`config.mk`:
```
export PLATFORM = sky130hd
export DESIGN_NAME = dmem_arbiter_flat
export DESIGN_NICKNAME = d
export VERILOG_FILES = /design/src/rtl/dmem_arbiter_if.sv /design/src/rtl/dmem_arbiter.sv /design/src/flat_wrapper.sv
export SDC_FILE = /design/constraint.sdc
export NUM_CORES = 1
export LEC_CHECK = 0
export CAP_MARGIN = 20
export CORE_MARGIN = 2
export CORE_UTILIZATION = 40
export CTS_BUF_LIST = sky130_fd_sc_hd__clkbuf_4 sky130_fd_sc_hd__clkbuf_8
export CTS_CLUSTER_SIZE = 14
export DETAILED_ROUTE_END_ITERATION = 8
export PLACE_DENSITY = 0.8
export SYNTH_ARGS = -nofsm -noshare
export SYNTH_HDL_FRONTEND = slang
export SYNTH_SLANG_ARGS = --single-unit
```
`constraint.sdc`:
```
create_clock -name clk -period 2.1 [get_ports clk]
set_input_delay 0.315 -clock clk [delete_from_list [all_inputs] [get_ports clk]]
set_output_delay 0.315 -clock clk [all_outputs]
set_load 0.005 [all_outputs]
```
`src/rtl/dmem_arbiter_if.sv`:
```
// dmem_arbiter_if
//   Bundles the two requester ports (A = CPU, B = DMA) and the shared
//   memory port of dmem_arbiter.
//   Requester side: x_req/x_we/x_addr/x_wdata/x_be in, x_ack/x_rdata out.
//   Memory side: daddr/dwdata/dwe out, drdata in (combinational from daddr).
//   Handshake: a requester raises x_req with its command fields stable and
//   keeps them until x_ack pulses for one cycle; x_rdata of a read is valid
//   while x_ack is high and is held until the next read on that port.
//   modport slave  : arbiter view.
//   modport master : requester + memory-model view (testbench).
interface dmem_arbiter_if;
    logic        a_req;
    logic        a_we;
    logic [31:0] a_addr;
    logic [31:0] a_wdata;
    logic [3:0]  a_be;
    logic        a_ack;
    logic [31:0] a_rdata;

    logic        b_req;
    logic        b_we;
    logic [31:0] b_addr;
    logic [31:0] b_wdata;
    logic [3:0]  b_be;
    logic        b_ack;
    logic [31:0] b_rdata;

    logic [31:0] daddr;
    logic [31:0] dwdata;
    logic [3:0]  dwe;
    logic [31:0] drdata;

    modport slave (
        input  a_req, a_we, a_addr, a_wdata, a_be,
        input  b_req, b_we, b_addr, b_wdata, b_be,
        input  drdata,
        output a_ack, a_rdata, b_ack, b_rdata,
        output daddr, dwdata, dwe
    );

    modport master (
        output a_req, a_we, a_addr, a_wdata, a_be,
        output b_req, b_we, b_addr, b_wdata, b_be,
        output drdata,
        input  a_ack, a_rdata, b_ack, b_rdata,
        input  daddr, dwdata, dwe
    );
endinterface

```
`src/rtl/dmem_arbiter.sv`:
```
// dmem_arbiter
//   Two-port round-robin arbiter in front of a single-ported data memory.
//   One transaction at a time: IDLE grants, WR (one cycle) or RD (RD_WAIT
//   cycles) drives memory, ACK pulses the winner's ack.
//   Ports:
//     clk        system clock, rising edge
//     rst_n      asynchronous active-low reset
//     bus        dmem_arbiter_if.slave (requesters + memory port)
//     dbg_state  current FSM state (0 IDLE, 1 WR, 2 RD, 3 ACK)
//   Parameter RD_WAIT (1..15): cycles daddr is held before drdata is
//   captured.
module dmem_arbiter #(
    parameter int unsigned RD_WAIT = 1
) (
    input  logic                 clk,
    input  logic                 rst_n,
    dmem_arbiter_if.slave        bus,
    output logic [1:0]           dbg_state
);

    typedef enum logic [1:0] {
        IDLE = 2'd0,
        WR   = 2'd1,
        RD   = 2'd2,
        ACK  = 2'd3
    } state_t;

    localparam logic [3:0] RD_LAST = 4'(RD_WAIT - 1);

    state_t      state;
    state_t      state_nxt;

    // last_b doubles as the "current grant" during WR/RD/ACK and as the
    // round-robin pointer once back in IDLE. Reset value B lets A win the
    // first tie.
    logic        last_b;
    logic [31:0] addr_q;
    logic [31:0] wdata_q;
    logic [3:0]  be_q;
    logic [3:0]  cnt;
    logic [31:0] a_rdata_q;
    logic [31:0] b_rdata_q;

    logic        any_req;
    logic        win_b;
    logic        sel_we;
    logic [31:0] sel_addr;
    logic [31:0] sel_wdata;
    logic [3:0]  sel_be;
    logic        rd_done;

    always_comb begin
        any_req   = bus.a_req | bus.b_req;
        win_b     = (bus.a_req && bus.b_req) ? ~last_b : bus.b_req;
        sel_we    = win_b ? bus.b_we    : bus.a_we;
        sel_addr  = win_b ? bus.b_addr  : bus.a_addr;
        sel_wdata = win_b ? bus.b_wdata : bus.a_wdata;
        sel_be    = win_b ? bus.b_be    : bus.a_be;
        rd_done   = (cnt == RD_LAST);
    end

    always_comb begin
        state_nxt = state;
        case (state)
            IDLE: if (any_req) state_nxt = sel_we ? WR : RD;
            WR:   state_nxt = ACK;
            RD:   if (rd_done) state_nxt = ACK;
            ACK:  state_nxt = IDLE;
            default: state_nxt = IDLE;
        endcase
    end

    always_ff @(posedge clk or negedge rst_n) begin
        if (!rst_n) state <= IDLE;
        else        state <= state_nxt;
    end

    always_ff @(posedge clk or negedge rst_n) begin
        if (!rst_n) begin
            last_b    <= 1'b1;
            addr_q    <= '0;
            wdata_q   <= '0;
            be_q      <= '0;
            cnt       <= '0;
            a_rdata_q <= '0;
            b_rdata_q <= '0;
        end else begin
            if (state == IDLE && any_req) begin
                last_b  <= win_b;
                addr_q  <= {sel_addr[31:2], 2'b00};
                wdata_q <= sel_wdata;
                be_q    <= sel_be;
                cnt     <= '0;
            end
            if (state == RD) begin
                if (rd_done) begin
                    if (last_b) b_rdata_q <= bus.drdata;
                    else        a_rdata_q <= bus.drdata;
                end else begin
                    cnt <= cnt + 4'd1;
                end
            end
        end
    end

    // dwe is decoded from state so an asynchronous reset in WR removes the
    // write strobe immediately, without waiting for a clock edge.
    assign bus.dwe     = (state == WR) ? be_q : 4'b0000;
    assign bus.daddr   = addr_q;
    assign bus.dwdata  = wdata_q;
    assign bus.a_ack   = (state == ACK) && !last_b;
    assign bus.b_ack   = (state == ACK) &&  last_b;
    assign bus.a_rdata = a_rdata_q;
    assign bus.b_rdata = b_rdata_q;
    assign dbg_state   = state;

endmodule

```
`src/flat_wrapper.sv`:
```
// flat-port wrapper written by rule: the top's interface ports become plain ports
module dmem_arbiter_flat 
#(
    parameter int unsigned RD_WAIT = 1
)
  (clk, rst_n, dbg_state, bus_a_req, bus_a_we, bus_a_addr, bus_a_wdata, bus_a_be, bus_b_req, bus_b_we, bus_b_addr, bus_b_wdata, bus_b_be, bus_drdata, bus_a_ack, bus_a_rdata, bus_b_ack, bus_b_rdata, bus_daddr, bus_dwdata, bus_dwe);
  dmem_arbiter_if bus_i ();
  input  logic clk;
  input  logic rst_n;
  output logic [1:0] dbg_state;
  input wire logic [$bits(bus_i.a_req)-1:0] bus_a_req;
  input wire logic [$bits(bus_i.a_we)-1:0] bus_a_we;
  input wire logic [$bits(bus_i.a_addr)-1:0] bus_a_addr;
  input wire logic [$bits(bus_i.a_wdata)-1:0] bus_a_wdata;
  input wire logic [$bits(bus_i.a_be)-1:0] bus_a_be;
  input wire logic [$bits(bus_i.b_req)-1:0] bus_b_req;
  input wire logic [$bits(bus_i.b_we)-1:0] bus_b_we;
  input wire logic [$bits(bus_i.b_addr)-1:0] bus_b_addr;
  input wire logic [$bits(bus_i.b_wdata)-1:0] bus_b_wdata;
  input wire logic [$bits(bus_i.b_be)-1:0] bus_b_be;
  input wire logic [$bits(bus_i.drdata)-1:0] bus_drdata;
  output wire logic [$bits(bus_i.a_ack)-1:0] bus_a_ack;
  output wire logic [$bits(bus_i.a_rdata)-1:0] bus_a_rdata;
  output wire logic [$bits(bus_i.b_ack)-1:0] bus_b_ack;
  output wire logic [$bits(bus_i.b_rdata)-1:0] bus_b_rdata;
  output wire logic [$bits(bus_i.daddr)-1:0] bus_daddr;
  output wire logic [$bits(bus_i.dwdata)-1:0] bus_dwdata;
  output wire logic [$bits(bus_i.dwe)-1:0] bus_dwe;
  assign bus_i.a_req = bus_a_req;
  assign bus_i.a_we = bus_a_we;
  assign bus_i.a_addr = bus_a_addr;
  assign bus_i.a_wdata = bus_a_wdata;
  assign bus_i.a_be = bus_a_be;
  assign bus_i.b_req = bus_b_req;
  assign bus_i.b_we = bus_b_we;
  assign bus_i.b_addr = bus_b_addr;
  assign bus_i.b_wdata = bus_b_wdata;
  assign bus_i.b_be = bus_b_be;
  assign bus_i.drdata = bus_drdata;
  assign bus_a_ack = bus_i.a_ack;
  assign bus_a_rdata = bus_i.a_rdata;
  assign bus_b_ack = bus_i.b_ack;
  assign bus_b_rdata = bus_i.b_rdata;
  assign bus_daddr = bus_i.daddr;
  assign bus_dwdata = bus_i.dwdata;
  assign bus_dwe = bus_i.dwe;
  dmem_arbiter #(.RD_WAIT(RD_WAIT)) u_core (.clk(clk), .rst_n(rst_n), .bus(bus_i), .dbg_state(dbg_state));
endmodule
```
# Yosys cells after proc, flatten, opt, wreduce, memory -nomap -nowiden
# Index checks and enable logic that the tools add are counted.
# classes
eq_ne	5
bitwise_logic	2
reduce_logical	10
n_addsub	1
n_mux	13
# ops
cell	n
two-way mux 32 bit	2
two-way mux 4 bit	5
one-hot mux 2 bit (4 select lines)	1
two-way mux 2 bit	3
AND reduction 3 bit	2
adder 4 x 1 -> 4 bit, second input constant	1
equality test 2 bit, second input constant	2
logical AND 1 bit	4
logical NOT 4 bit	1
inequality test 2 x 1 -> 1 bit, second input constant	2
equality test 2 x 1 -> 1 bit, second input constant	1
logical NOT 2 bit	1
two-way mux 1 bit	2
AND reduction 2 bit	1
logical NOT 1 bit	1
NOT 1 bit	1
bitwise OR 1 bit	1
# word_totals
elab_cells	39
out_inout_bits	136
register_bits	137

# Logic depth before layout (Yosys ltp)
# Gate-level depths: netlist of run 1.
# logic_depth
depth_word	6
depth_mapped	8
ltp_nobuf	5

# Worst setup path before layout of run 1
# OpenSTA, ideal clock, no wires.
# synth_path
path_kind	register to register
startpoint	register u_core.state[0], in the netlist u_core.dbg_state[0]
endpoint	register u_core.b_rdata_q[10], in the netlist u_core.bus.b_rdata[10]
path_slack_ns	0.286
path_stages_with_launch	9
period_less_slack_ns	1.814
arrival_ns	1.688
required_ns	1.975
setup_ns	0.125
path_buffers	3
path_cell_list	dfrtp_1 > inv_1 > ha_1 > buf_4 > nand4bb_1 > or2_1 > buf_6 > buf_12 > mux2_4
# synth_via
elab_chain_cells	2
# synth_lines
item	line	source
start, declared	dmem_arbiter.sv:30	state_t state;
start signal, assigned	dmem_arbiter.sv:75	else state <= state_nxt;
equality test 2 bit	dmem_arbiter.sv:95	if (state == RD) begin
AND reduction 3 bit (no line)	-	
end signal, assigned	dmem_arbiter.sv:97	if (last_b) b_rdata_q <= bus.drdata;
end, declared	dmem_arbiter.sv:42	logic [31:0] b_rdata_q;
# Every way passes these cells.
# A chain may end at the register's enable or synchronous reset.

# Worst setup path in the final report of run 1
# layout_path
startpoint	register u_core.state[1], in the netlist u_core.dbg_state[1]
endpoint	output bus_b_ack
# layout_via
elab_chain_cells	2
# layout_lines
item	line	source
equality test 2 bit	dmem_arbiter.sv:112	assign bus.b_ack = (state == ACK) && last_b;
logical AND 1 bit	dmem_arbiter.sv:112	
end, declared	flat_wrapper.sv:24	output wire logic [$bits(bus_i.b_ack)-1:0] bus_b_ack;
# Every way passes these cells.

==> metrics, run 1 <==
Mapped Area 0.00612 mm²; Setup TNS 0 ps; fin nets 981; initial core utilization 40.6%; Port Buffers 303; CTS tree done; Clk Latency, worst-skew pair 450 ps; share of cells above drive strength 1 16.1%; RePlAce Congestion 0.827; TritonCTS Sinks 137; die area 0.0163 mm²; Avg Cell Area, Syn 12.7 µm²; GRT Total Usage 20.6%; worst hold path type in -> async; top cells by count, synth 136 x dfrtp_1, 69 x mux2i_1, 69 x nand2_1; Gate power share 48.0%; final core utilization 65.5%; Critical Path RT 1780 ps; Synth area leaders dfrtp_1 56%, mux2i_1 11%, mux2_4 7.4%; pwr/cell area 1340 mW/mm²; Placed Area 0.00943 mm²; yosys warns 0; ys async rst share 100%; Seq/Total Area, Yosys 56.0%; clock buffer depth 2; fin worst setup slack 91.9 ps; per-cell routed wire length 16.6 µm; Bufs and invs on worst path 1; f_max 498 MHz; distinct cell type count of the synthesized netlist 37; ANT nets after route 0; Clock Power Share 16.9%; Post-synth EDFFs 0; Clock Skew 12.9 ps; drt pass-1 iters 4; # H-tree levels 4; initial drt markers 131; Tmin final 2010 ps; Yosys top cell area share 55.6%; initial antenna violation count 0; final setup vio count 0; antenna cells 0; Worst path max stage delay 470 ps; Hold Fails Final Rpt 0; vias per cell 4.83; vias in the first global route 4971; worst-path fanout max 3; # IOs 310; CTS clk-pin slew, worst paths 80 ps; most frequent cell after synthesis dfrtp_1; Tcrit/Tclk final 95.6%; # DRC 0; CP Launch Type flop; CP delay by family, top buffers and inverters; critical path class reg -> out; first-pass GRT wire length 25700 µm; CP Capture Type primary output; worst-path cell chain ha_1, and2_1, clkdlybuf4s50_1; Core Box Area 0.0151 mm²; area leader, netlist dfrtp_1; switching power 0.00413 W; Internal 0.00914 W; Num CTS Buffers 17; top_reg_cell synth dfrtp_1; Slowest-stage cell, CP clkdlybuf4s50_1; leakage power 4.35 nW; status completed; Slew Viols, Final 0; via count 4837; Rows 45; peak ir drop on the vdd network 0.589 mV; Seq cells post-synth 137; Net Sw Frac 31.1%; largest net degree at the start of global routing 81; clk root buf clkbuf_8; pre-CTS setup slack 139 ps; GR Overflow Total 0; critical path arrival 1690 ps; cells after synthesis 483; RSZ-0062 raised after global routing false; die height 128 µm; Layout area overhead 61.3%; cell area after layout 0.00988 mm²; Flop pwr share 35.1%; hpwl dp 13000 µm; Max Cap Viol 0; Die W 128 µm; WL final 16700 µm
==> power groups by stage <==
| stage | Sequential [W] | Clock [W] | Combinational, W |
|---|---|---|---|
| 6_report | 0.00465 | 0.00224 | 0.00637 |
| 5_1_grt | 0.00481 | 0.00242 | 0.00691 |
| 4_1_cts | 0.00467 | 0.00231 | 0.00644 |
| 3_5_place_dp | 0.00474 | 0 | 0.00636 |
| 3_3_place_gp | 0.00464 | 0 | 0.00621 |
| 2_1_floorplan | 0.00474 | 0 | 0.00268 |
==> path summary, 6_finish.rpt <==
path                       depth (start not counted)                endpoint  slack (ps)           startpoint
max                                                3               bus_b_ack          90  u_core.dbg_state[1]
min                                                2    u_core.bus.daddr[21]         350                rst_n
max reg2reg                                        7   u_core.bus.b_rdata[3]         150  u_core.dbg_state[0]
min reg2reg                                        2     u_core.bus.daddr[5]         480  u_core.bus.daddr[5]
max in group asynchronous                          3  u_core.bus.a_rdata[23]        1130                rst_n
min in group clk                                   2     u_core.bus.daddr[5]         480  u_core.bus.daddr[5]
==> state kept, by name, indices dropped and copies added, names as in the netlist <==
name / count
u_core.be_q: 4
u_core.bus.a_rdata: 32
u_core.bus.b_rdata: 32
u_core.bus.daddr: 30
u_core.bus.dwdata: 32
u_core.cnt: 4
u_core.dbg_state: 2
u_core.last_b: 1
==> per-stage QoR <==
step                cells  power (W)  hold WS [ps]
CTS                  1000     0.0134           335
finish               1001     0.0133           355
global placement      965     0.0108           280
floorplan             484    0.00741          19.4
detailed placement    965     0.0111           281
global route         1001     0.0141           350
==> cell usage in the layout (no fill, tap or decap), types with 3 or more instances in the layout <==
master and count:
dfrtp_1 135, inv_8 3, mux2_2 34, dlygate4sd2_1 4, buf_12 8, buf_4 16, inv_1 7, nand2b_1 3
mux2i_1 69, o21ai_0 37, inv_6 4, and2_1 5, clkinvlp_4 4, nand2_1 69, o21ai_1 30, clkbuf_8 18
mux2_4 30, clkdlybuf4s50_1 298, ha_1 6
==> repair_timing <==
| action | CTS | global route |
|---|---|---|
| endpoints found under the setup margin | 6 | 2 |
| resized for setup | 7 | 0 |
| endpoints found under the hold margin | 43 | 0 |
| buffers inserted | 2 | 1 |
| hold buffers | 1 | 0 |
==> cell families after synthesis <==
group / Yosys count / synth area share, %
fa+ha+maj: 7 / 1.43
simple gates: 85 / 5.99
other cells: 1 / 0.0612
buf+inv: 39 / 4.37
flops: 137 / 56.0
compound gates: 81 / 7.25
mux: 133 / 24.9
==> worst register-to-register path, delay by kind of cell, from the launching register on <==
kind | cells | cell delay [ps]
AND/OR/NAND/NOR | 2 | 460
flip-flops | 1 | 380
buffers and inverters | 3 | 460
multiplexers | 1 | 350
adder cells (fa/ha/maj) | 1 | 190
==> per-layer routing <==
| layer | global-route usage, % | vias to the layer above | routed length [µm] | part of all wire [%] |
|---|---|---|---|---|
| li1 | - | 2307 | - | - |
| met4 | 6.98 | 0 | 284 | 1.7 |
| met3 | 8.85 | 20 | 1490 | 9.0 |
| met1 | 22.7 | 2297 | 6390 | 38 |
| met5 | 0 | - | 0 | 0 |
| met2 | 35.9 | 213 | 8500 | 51 |
==> layout make-up <==
type	instances	area (µm²)
clock buffers	19	255
repair buffers	328	3320
clock inverters	13	159
inverters	8	30.0
flip-flops and latches	137	3430
well taps	188	235
multi-input cells	308	2450
fillers	1157	5210
Note: power is estimated with default switching activity, not from simulation.
==> inputs of run 2 (changes only) <==
--- a/config.mk
+++ b/config.mk
@@ -12,6 +12,7 @@
 export CTS_CLUSTER_SIZE = 14
 export DETAILED_ROUTE_END_ITERATION = 8
 export PLACE_DENSITY = 0.8
+export REMOVE_ABC_BUFFERS = 1
 export SYNTH_ARGS = -nofsm -noshare
 export SYNTH_HDL_FRONTEND = slang
 export SYNTH_SLANG_ARGS = --single-unit
==> constraint.sdc (replaced) <==
create_clock -name clk -period 2.1 [get_ports clk]
set_input_delay 0.525 -clock clk [delete_from_list [all_inputs] [get_ports clk]]
set_output_delay 0.525 -clock clk [all_outputs]
set_load 0.005 [all_outputs]
==> run 2 against run 1 <==
Hold slack lost 320 ps; critical path depth grew 1; total power shrank 2.2%; worst setup slack gained 6.7 ps; cell count grew 0.40%; sequential share of layout area grew 0.093 points; clock power shrank 16%; combinational power grew 0.8%; sequential cell count is the same; via count grew 0.45%; largest cell class unchanged; largest power group unchanged; highest routed layer unchanged.
==> metrics, run 2 (synthesis gave the netlist of run 1 again) <==
RePlAce Congestion 0.812 (-1.8%); Clk Latency, worst-skew pair 430 ps (-20 ps); Slew Viols, Final 0 (unchanged); die height 128 µm (unchanged); worst reg2reg path depth 6 (-1); share of cells above drive strength 1 17.3% (+1.1 points); # IOs 310 (unchanged); Num CTS Buffers 17 (unchanged); critical path class reg -> out; Tmin final 2000 ps (-6.66 ps); Placed Cells incl. Taps 970 (+0.52%); Least-Margin Pin Slew 511 ps; initial drt markers 176 (+34%); drt pass-1 iters 4 (unchanged); # DRC 0 (unchanged); Layout area overhead 60.9%; Tcrit/Tclk final 95.3% (-0.32 points); Clock Skew 10.1 ps (-2.78 ps); Critical Path RT 1570 ps (-210 ps); worst-path fanout max 2 (-1); vias per cell 4.83 (about the same); CP Launch Type flop; per-cell routed wire length 16.8 µm (+0.73%); antenna cells 0 (unchanged); peak ir drop on the vdd network 0.603 mV (+2.5%); clock buffer depth 2 (unchanged); first-pass GRT wire length 26700 µm (+3.9%); WL final 16900 µm (+1.1%); initial core utilization 40.6% (unchanged); via count 4859 (+0.45%); Hold Fails Final Rpt 0 (unchanged); RSZ-0062 raised after global routing false; fin nets 985 (+0.41%); reg2reg setup slack 160 ps (about the same); CTS clk-pin slew, worst paths 80 ps (about the same); vias in the first global route 5262 (+5.9%); RR Endpoint u_core.bus.b_rdata[9]; hpwl dp 13000 µm (-0.13%); initial antenna violation count 0 (unchanged); Setup TNS 0 ps (unchanged); met3 usage 5.59% (-3.3 points); pwr/cell area 1320 mW/mm² (-1.9%); Rows 45 (unchanged); Max Cap Viol 0 (unchanged); GRT Total Usage 21.3% (+0.64 points); critical path arrival 1480 ps (-210 ps); grt met2 use 39.0% (+3.1 points); final setup vio count 0 (unchanged); GR Overflow Total 0 (unchanged); R2R Path Start u_core.dbg_state[0]; largest net degree at the start of global routing 87 (+7.4%); Die W 128 µm (unchanged); ANT nets after route 0 (unchanged); Top Usage Layer GRT met2; met1 Track Usage GR 23.5% (+0.80 points); Core Box Area 0.0151 mm² (unchanged); die area 0.0163 mm² (unchanged); CP Capture Type primary output; status completed; # H-tree levels 4 (unchanged); Port Buffers 303 (unchanged); f_max 500 MHz (+0.33%); most frequent cells in the layout 295 x clkdlybuf4s50_1, 136 x dfrtp_1, 69 x mux2i_1, 69 x nand2_1, 37 x o21ai_0; commonest non-fill, non-tap cell in the layout clkdlybuf4s50_1; Final Non-Filler Cells 1005 (+0.40%); CTS tree done; TritonCTS Sinks 137 (unchanged); worst relative slew slack 65.9%; leakage power 4.34 nW (-0.18%); clk root buf clkbuf_8; worst hold path type in -> async
-- run 2: worst max-delay path by stage --
| stage | startpoint | end | slack, ps | depth (start not counted) |
|---|---|---|---|---|
| 4_1_cts | u_core.dbg_state[1] | bus_b_ack | 8 | 4 |
| 2_1_floorplan | u_core.last_b | u_core.dbg_state[1] | -1690 | 3 |
| 3_3_place_gp | bus_b_req | u_core.bus.dwdata[4] | 60 | 6 |
| 5_1_grt | u_core.dbg_state[1] | bus_b_ack | 40 | 4 |
| 3_5_place_dp | bus_b_req | u_core.bus.daddr[7] | 4 | 6 |
| 6_report | u_core.dbg_state[1] | bus_b_ack | 100 | 4 |
-- run 2: cell type report --
type	count	area [µm²]
tap	188	235
clock buffer	18	248
clock inverter	14	101
fill	1117	5240
timing repair buffer	332	3340
inverter	8	32.5
multi-input combinational	308	2460
sequential	137	3430
-- run 2: report_power, final --
| part | internal, W | leakage, nW | total, W | switching, W |
|---|---|---|---|---|
| registers | 0.00395 | 1.65 | 0.00467 | 0.000719 |
| logic | 0.00407 | 2.52 | 0.00642 | 0.00235 |
| clock network | 0.000848 | 0.167 | 0.00188 | 0.00104 |
-- run 2: worst max-delay path, cell delays in order, from the launching register on --
cell and delay, ps:
dfrtp_1 410, buf_6 130, ha_2 160, and2_1 150, clkdlybuf4s15_1 200
-- run 2: timing repair --
action / CTS / global route
hold buffers: 0 / 0
endpoints found under the setup margin: 6 / 7
gates cloned: 0 / 0
setup buffers: 3 / 0
resized for setup: 14 / 11
-- run 2: metrics by stage --
| step | instance area, µm² | util (%) | setup slack (ps) | total power, W | hold WS (ps) |
|---|---|---|---|---|---|
| after detailed placement | 9470 | 62.8 | 4.37 | 0.0111 | 472 |
| after floorplan | 5890 | - | -1690 | 0.00728 | 229 |
| after global placement | 9470 | 62.8 | 58.4 | 0.0109 | 462 |
| after global routing | 9850 | 65.3 | 43.4 | 0.0139 | 46.4 |
| final | 9850 | 65.3 | 98.6 | 0.0130 | 33.9 |
| after CTS | 9860 | 65.3 | 7.95 | 0.0131 | 31.0 |
-- run 2: metal layers --
metal	vias up	routed length (µm)
met2	216	8760
li1	2315	-
met5	-	0
met3	22	1230
met4	0	363
met1	2306	6500
==> inputs of run 3 (changes only) <==
--- a/config.mk
+++ b/config.mk
@@ -11,7 +11,7 @@
 export CTS_BUF_LIST = sky130_fd_sc_hd__clkbuf_4 sky130_fd_sc_hd__clkbuf_8
 export CTS_CLUSTER_SIZE = 14
 export DETAILED_ROUTE_END_ITERATION = 8
-export PLACE_DENSITY = 0.8
+export PLACE_DENSITY_LB_ADDON = 0.05
 export REMOVE_ABC_BUFFERS = 1
 export SYNTH_ARGS = -nofsm -noshare
 export SYNTH_HDL_FRONTEND = slang
==> run 3 against run 2 <==
Worst setup slack better by 0.82 ps; fmax is essentially flat; register-to-register slack improved by 20 ps; combinational power decreased by 2%; final area is essentially flat; routed wire length decreased by 4.9%; critical path depth decreased by 1.
==> metrics, run 3 (synthesis gave the netlist of run 1 again) <==
Hold Fails Final Rpt 0 (unchanged); initial core utilization 40.6% (unchanged); antenna cells 0 (unchanged); Num CTS Buffers 17 (unchanged); Core Box Area 0.0151 mm² (unchanged); clock buffer depth 2 (unchanged); fin nets 976 (-0.91%); hold_sp u_core.be_q[0]; Post-CTS Setup Inserts 0 (-3); die area 0.0163 mm² (unchanged); GR Overflow Total 0 (unchanged); CTS clk-pin slew, worst paths 80 ps (about the same); critical path arrival 1480 ps (about the same); Clk Latency, worst-skew pair 440 ps (about the same); # IOs 310 (unchanged); f_max 500 MHz (about the same); Placed Cells incl. Taps 963 (-0.72%); Max Cap Viol 0 (unchanged); vias per cell 4.73 (-2.2%); worst-path fanout max 4 (+2); reg2reg setup slack 180 ps (+20 ps); drt pass-1 iters 4 (unchanged); Critical Path RT 1570 ps (about the same); ANT nets after route 0 (unchanged); initial drt markers 180 (+2.3%); Clock Skew 9.47 ps (-0.667 ps); WL final 16000 µm (-4.9%); Final Non-Filler Cells 995 (-1.0%); status completed; leakage power 4.34 nW (about the same); share of cells above drive strength 1 15.6% (-1.6 points); die height 128 µm (unchanged); hold path depth 2; CP Capture Type primary output; critical path class reg -> out; RR Endpoint u_core.bus.b_rdata[3]; Tmin final 2000 ps (-0.822 ps); initial antenna violation count 1 (+1); Slew Viols, Final 0 (unchanged); TritonCTS Sinks 137 (unchanged); vias in the first global route 4922 (-6.5%); peak ir drop on the vdd network 0.574 mV (-4.9%); via count 4707 (-3.1%); Port Buffers 303 (unchanged); Die W 128 µm (unchanged); Hold Path Sink u_core.be_q[0]; RSZ-0062 raised after global routing false; clk root buf clkbuf_8; pre-CTS setup slack -56.1 ps (-60.5 ps); fin worst setup slack 99.4 ps (+0.822 ps); Layout area overhead 61.0% (about the same); # H-tree levels 4 (unchanged); most frequent cells in the layout 296 x clkdlybuf4s50_1, 136 x dfrtp_1, 69 x mux2i_1, 69 x nand2_1, 37 x o21ai_0; Filler cells 1187 (+6.3%); CP Launch Type flop; hpwl dp 12300 µm (-5.4%); final setup vio count 0 (unchanged); worst reg2reg path depth 6 (unchanged); R2R Path Start u_core.dbg_state[0]; commonest non-fill, non-tap cell in the layout clkdlybuf4s50_1; worst hold path type reg -> reg; Tcrit/Tclk final 95.3% (about the same); GRT Total Usage 20.3% (-0.94 points); final core utilization 65.3% (about the same); per-cell routed wire length 16.1 µm (-3.9%); RePlAce Congestion 0.785 (-3.4%); first-pass GRT wire length 25500 µm (-4.6%); pwr/cell area 1340 mW/mm² (+1.5%); # DRC 0 (unchanged); largest net degree at the start of global routing 41 (-53%); CTS tree done; Rows 45 (unchanged)
## run 3: timing repair
| item | 4_1_cts | 5_1_grt |
|---|---|---|
| hold buffers | 1 | 0 |
| gates resized for setup | 11 | 2 |
| cloned | 0 | 0 |
| endpoints found under the hold margin | 28 | 0 |
| setup endpoints to repair | 6 | 2 |
## run 3: worst max path at each step
stage | from | to | slack [ps] | cells after the start
floorplan | u_core.last_b | u_core.dbg_state[1] | -1690 | 3
global placement | bus_a_req | u_core.dbg_state[0] | -20 | 5
detailed placement | bus_a_req | u_core.dbg_state[0] | -60 | 5
CTS | u_core.dbg_state[1] | bus_b_ack | 20 | 4
global route | u_core.dbg_state[0] | bus_dwe[0] | 10 | 3
finish | u_core.dbg_state[0] | bus_dwe[2] | 100 | 3
## run 3: routing by layer
layer  up-vias  wire length, µm  track usage (%)
met3        26             1430             8.18
met2       193             7720             33.1
li1       2296                -                -
met5         -               13                0
met4         2              334             7.37
met1      2190             6540             24.5
## run 3: power breakdown
part	switching [W]	leakage [nW]	internal, W	total, W
Combinational	0.00225	2.49	0.00407	0.00631
Sequential	0.000702	1.65	0.00395	0.00465
Clock	0.00101	0.201	0.00121	0.00221
## run 3: final cells by class
type | count | area [µm²] | area share (%)
flip-flops and latches | 137 | 3430 | 34.8
repair buffers | 323 | 3300 | 33.4
multi-input cells | 308 | 2460 | 25.0
clock buffers | 19 | 255 | 2.59
well taps | 188 | 235 | 2.39
clock inverters | 12 | 150 | 1.52
inverters | 8 | 30.0 | 0.305
## run 3: through the flow
step	setup TNS, ps	total power (W)	hold WS [ps]	area (µm²)
2_1_floorplan	-151700	0.00728	229	5890
3_3_place_gp	-16.2	0.0110	436	9440
3_5_place_dp	-314	0.0111	434	9440
4_1_cts	0	0.0134	488	9870
5_1_grt	0	0.0141	513	9860
6_report	0	0.0132	477	9860
## run 3: critical path: stages, from the launching register on
cell and delay [ps]:
dfrtp_1 440, ha_4 190, and2_1 150, dlygate4sd2_1 260
